[config.mk]
export PLATFORM = sky130hd
export DESIGN_NAME = shift_chain_ctrl
export DESIGN_NICKNAME = d
export VERILOG_FILES = /design/src/rtl/shift_ctrl_pkg.sv /design/src/rtl/shift_bit_cnt.sv /design/src/rtl/shift_chain_ctrl.sv
export SDC_FILE = /design/constraint.sdc
export NUM_CORES = 1
export LEC_CHECK = 0
export CAP_MARGIN = 20
export CORE_UTILIZATION = 30
export CTS_BUF_LIST = sky130_fd_sc_hd__clkbuf_4 sky130_fd_sc_hd__clkbuf_8 sky130_fd_sc_hd__clkbuf_16
export DETAILED_ROUTE_END_ITERATION = 8
export DONT_BUFFER_PORTS = 1
export GPL_ROUTABILITY_DRIVEN = 0
export PLACE_DENSITY = 0.52
export SYNTH_ARGS = -nofsm -noshare
export SYNTH_HDL_FRONTEND = slang
export SYNTH_SLANG_ARGS = --single-unit
[constraint.sdc]
create_clock -name C -period 2.35 [get_ports C]
set_input_delay 0.3525 -clock C [delete_from_list [all_inputs] [get_ports C]]
set_output_delay 0.3525 -clock C [all_outputs]
set_load 0.05 [all_outputs]
[src/rtl/shift_ctrl_pkg.sv]
// shift_ctrl_pkg: state encoding and default chain length shared by the shift chain controller
package shift_ctrl_pkg;
  typedef enum logic [1:0] {
    ST_IDLE  = 2'd0,
    ST_SHIFT = 2'd1,
    ST_DONE  = 2'd2
  } state_t;
  localparam int DEF_WIDTH = 2;
endpackage

[src/rtl/shift_bit_cnt.sv]
// shift_bit_cnt: bit counter for one serial transaction, flags the final bit
module shift_bit_cnt
  import shift_ctrl_pkg::*;
#(
  parameter int WIDTH = DEF_WIDTH,
  parameter int CNT_W = $clog2(WIDTH + 1)
) (
  input  logic C,
  input  logic R,
  input  logic clr,
  input  logic en,
  output logic last
);
  logic [CNT_W-1:0] cnt;
  always_ff @(posedge C or posedge R)
    if (R) cnt <= '0;
    else if (clr) cnt <= '0;
    else if (en) cnt <= cnt + 1'b1;
  assign last = cnt == CNT_W'(WIDTH - 1);
endmodule

[src/rtl/shift_chain_ctrl.sv]
// shift_chain_ctrl: swaps a parallel word into a serial dff chain, MSB first,
// while capturing the old chain contents falling out of the tail
module shift_chain_ctrl
  import shift_ctrl_pkg::*;
#(
  parameter int WIDTH = DEF_WIDTH,
  localparam int CNT_W = $clog2(WIDTH + 1)
) (
  input  logic             C,
  input  logic             R,
  input  logic             start,
  input  logic [WIDTH-1:0] din,
  output logic             ready,
  output logic             sd,
  output logic             se,
  input  logic             sq,
  output logic [WIDTH-1:0] dout,
  output logic             done
);
  state_t state;
  logic [WIDTH-1:0] shadow, shifted;
  logic last;
  // shift form that stays legal for a single-stage chain
  assign shifted = (shadow << 1) | WIDTH'(sq);
  assign sd = se & shadow[WIDTH-1];
  shift_bit_cnt #(.WIDTH(WIDTH), .CNT_W(CNT_W)) u_cnt (
    .C    (C),
    .R    (R),
    .clr  (state == ST_IDLE),
    .en   (state == ST_SHIFT),
    .last (last)
  );
  always_ff @(posedge C or posedge R)
    if (R) begin
      state  <= ST_IDLE;
      ready  <= 1'b1;
      se     <= 1'b0;
      done   <= 1'b0;
      dout   <= '0;
      shadow <= '0;
    end else begin
      case (state)
        ST_IDLE: if (start) begin
          shadow <= din;
          state  <= ST_SHIFT;
          ready  <= 1'b0;
          se     <= 1'b1;
        end
        ST_SHIFT: begin
          shadow <= shifted;
          if (last) begin
            dout  <= shifted;
            state <= ST_DONE;
            se    <= 1'b0;
            done  <= 1'b1;
          end
        end
        ST_DONE: begin
          done  <= 1'b0;
          ready <= 1'b1;
          state <= ST_IDLE;
        end
        default: begin
          state <= ST_IDLE;
          ready <= 1'b1;
          se    <= 1'b0;
          done  <= 1'b0;
        end
      endcase
    end
endmodule
Word-level counts from Yosys, hierarchy flattened. Index checks and enable logic that the tools add are counted. Widths: inputs -> output; s select.

Bits in registers: 11. Input bits: 6. Output and inout bits: 6. Logic and storage cells: 40.

$add $sub $neg: 1. Equal/unequal tests: 5. Muxes and demuxes: 14. Bitwise operators: 5. Reduce and logical (&&, ||, !) cells: 8.

Operator list (count): $mux 2 (5); $reduce_and 2->1 (5); $pmux 2 s2 (2); $eq 2x1->1 const B (2); $mux 1 (4); $ne 2x2->1 const B (2); $pmux 1 s2 (2); $not 1->1 (3); $pmux 1 s3 (1); $reduce_and 3->1 (1); $add 2x1->2 const B (1); $eq 2x2->1 const B (1); $logic_not 2->1 (1); $or 2x1->2 (1); $reduce_bool 2->1 (1); $and 1x1->1 (1).

Longest topological paths before layout.
Word-level depth: 3. Gate-level depth with buffers: 5. Gate-level depth less buffers: 5.

Hierarchy. Synthesis repeated with hierarchy kept, for this count alone.

Cell total of the unflattened synthesis: 43. Area, all modules: 503.0 µm².

Modules (own cells, without submodules): shift_chain_ctrl (instances 1, cells an instance 34, area an instance 409.1 µm², seq. area each 226.5 µm²); shift_bit_cnt (instances 1, cells an instance 9, area an instance 93.8 µm², seq. area each 50.0 µm²).

Worst setup path after synthesis. OpenSTA, ideal clock, no wires.

Kind: register to output. Start: register se. End: output port sd. Arrival: 1.134 ns. Required time: 1.997 ns. Setup slack: 0.864 ns. Stages on the path, launching flop included: 2. Buffers on the path: 0. Cells stage by stage: dfrtp_1 and2_1.

Word-level cells in the longest chain between the ends: 1.

Ends and longest elaborated chain: start: declaration (line shift_chain_ctrl.sv:15) `output logic se,`; start signal: assignment (line shift_chain_ctrl.sv:37) `se <= 1'b0;`; start signal: assignment (line shift_chain_ctrl.sv:47) `se <= 1'b1;`; start signal: assignment (line shift_chain_ctrl.sv:54) `se <= 1'b0;`; $and 1x1->1 (line shift_chain_ctrl.sv:25) `assign sd = se & shadow[WIDTH-1];`; end: declaration (line shift_chain_ctrl.sv:14) `output logic sd,`.

No other way between the ends.

Final worst setup path. Same ends and word-level chain as after synthesis.

==> summary.md <==
| Metric | Value |
|---|---|
| CTS sink cnt | 11 |
| Root buf cell | clkbuf_4 |
| Wire length per cell | 12.0 um |
| Fin util | 0.353 |
| TritonCTS clock tree | yes |
| Yosys top cell by area | dfrtp_1 |
| Initial drt markers | 6 |
| # setup viols final | 0 |
| Share of layout cells above drive strength 1 | 0.184 |
| RSZ-0062 raised after global routing | no |
| Hold Violations, Final | 0 |
| Outcome | finished, final reports clean |
| Row count | 14 |
| Syn_area_per_cell | 10.6 um2 |
| Clock latency on the worst-skew pair | 260 ps |
| Post-Syn Area | 488 um2 |
| Max Cap Viol | 0 |
| Clock Skews | 2.47 ps |
| Drt via density | 4.91 |
| Worst Path Buf+Inv | 0 |
| Rel. slew slack | 0.666 |
| CTS clk-pin slew, worst paths | 70 ps |
| GRT Total Usage | 0.108 |
| Number of global-route vias before repair | 356 |
| CP required | 2000 ps |
| Clock Path Buffers | 2 |
| # resized after CTS | 0 |
| CP arrival | 1430 ps |
| N_diodes | 0 |
| Crit-path cells | and2_1 |
| Drc violations | 0 |
| Antenna violations before repair | 0 |
| Starting density of the core | 0.324 |
| Syn. warnings | 0 |
| Post-synth EDFFs | 0 |
| Min-Delay Path Class | in -> reg |
| Place WS | 847 ps |
| Crit start category | flip-flop |
| Top-area cell type share of the netlist area | 0.513 |
| Via count | 319 |
| Core box area | 1510 um2 |
| Syn Nets | 53 |
| Synth Register Bits | 11 |
| Post-synth cell types | 20 |
| Hold_ws | 242 ps |
| Largest net degree at the start of global routing | 13 |
| Total grt overflow | 0 |
| Port-buffer cells | 0 |
| Final net count | 57 |
| IO Pins | 12 |
| Area of the die | 1790 um2 |
| H-tree depth | 1 |
| Cts bufs inserted | 3 |
| Routed WL | 777 um |
| Post-synth ARST share | 1.00 |
| First-pass GRT wire length | 1420 um |
| Largest stage delay on the critical path | 660 ps |
| Fillcell total | 160 |
| CP Max Fanout | 4 |
| Worst-Margin Slew | 501 ps |
| Post-synth top flop | dfrtp_1 |
| Max Freq | 0.562 GHz |
| Setup ws final | 570 ps |
| Die H | 42.3 um |
| Final antenna-violating net count | 0 |
| Hpwl dp | 571 um |
| Drt first pass iters | 4 |
| Area growth, synth to finish | 8.97% |
| Die W | 42.3 um |
| Post-Synthesis Cells | 46 |
| Max Slew Vio Count | 0 |
| Slowest CP cell | dfrtp_1 |
| Total negative slack | 0 ps |
| Kind of cell adding the most delay to the critical path | flip-flops |
| Register area share after synthesis | 0.567 |
| Crit path time final | 1780 ps |
| Final Cycle Share | 0.757 |
| Setup crit end kind | primary output |
| Most common cell in the netlist | dfrtp_1 |
| Main area contributors after synthesis | dfrtp_1 51%, dfstp_2 5.4%, mux2_2 4.6%, nor2_1 4.6%, inv_1 3.8% |
| Type of the worst setup path | reg -> out |
| Top cells by count, synth | 10 x dfrtp_1, 6 x nor2_1, 5 x inv_1, 5 x nand2_1, 3 x a21oi_1 |
## what timing repair did
action	in CTS	in global routing
hold endpoints to repair	10	0
setup buffers	0	0
hold buffers	1	0
## stage by stage
stage	instances	area, um2
floorplan	46	488
global placement	60	492
detailed placement	60	492
CTS	65	532
global route	65	532
finish	65	532
## cells in the final DEF (no fill, tap or decap), types with 2 or more instances in the layout
cell      count
a21oi_1       3
and2_1        2
clkbuf_4      4
dfrtp_1      10
inv_1         5
mux2_2        2
nand2_1       5
nor2_1        6
## flip-flops by register name, summed over array words and instances, names as in the netlist
name	cells
done	1
dout	2
ready	1
se	1
shadow	2
state	2
u_cnt.cnt	2
## layer usage
metal / part of all wire / track usage / wire (um)
met3: 0.044 / 0.0216 / 34
met4: 0.0090 / 0.0938 / 7
met2: 0.47 / 0.154 / 367
met1: 0.47 / 0.137 / 368
met5: 0 / 0 / 0
## logic make-up (layout without fill, tap and decap cells)
| logic type | Yosys count | after routing | share of synthesized area |
|---|---|---|---|
| and+or+nand+nor | 17 | 17 | 0.182 |
| DFF | 11 | 11 | 0.567 |
| AOI/OAI and AO/OA | 8 | 8 | 0.108 |
| buffers and inverters | 7 | 10 | 0.0718 |
| muxes | 2 | 2 | 0.0462 |
| adders and majority gates | 1 | 1 | 0.0256 |
## path summary, 6_finish.rpt
kind / from / slack, ps / depth (start not counted) / endpoint
worst max register to register: u_cnt.cnt[1] / 1010 / 5 / dout[0]
worst min-delay path: sq / 240 / 1 / dout[0]
worst max-delay path: se / 570 / 1 / sd
worst min register to register: u_cnt.cnt[1] / 490 / 2 / u_cnt.cnt[1]
min in group asynchronous: R / 520 / 2 / state[0]
max in group asynchronous: R / 1510 / 2 / ready
## final cells by class
type	count	area, um2	share of cell area
clock buffers	4	30.0	0.0565
inverters	5	18.8	0.0353
multi-input cells	28	176	0.332
flip-flops and latches	11	277	0.520
well taps	16	20.0	0.0376
repair buffers	1	10.0	0.0188
Power is not shown: default switching activity piles up to over one toggle a cycle in this logic, so the estimate is an artifact.
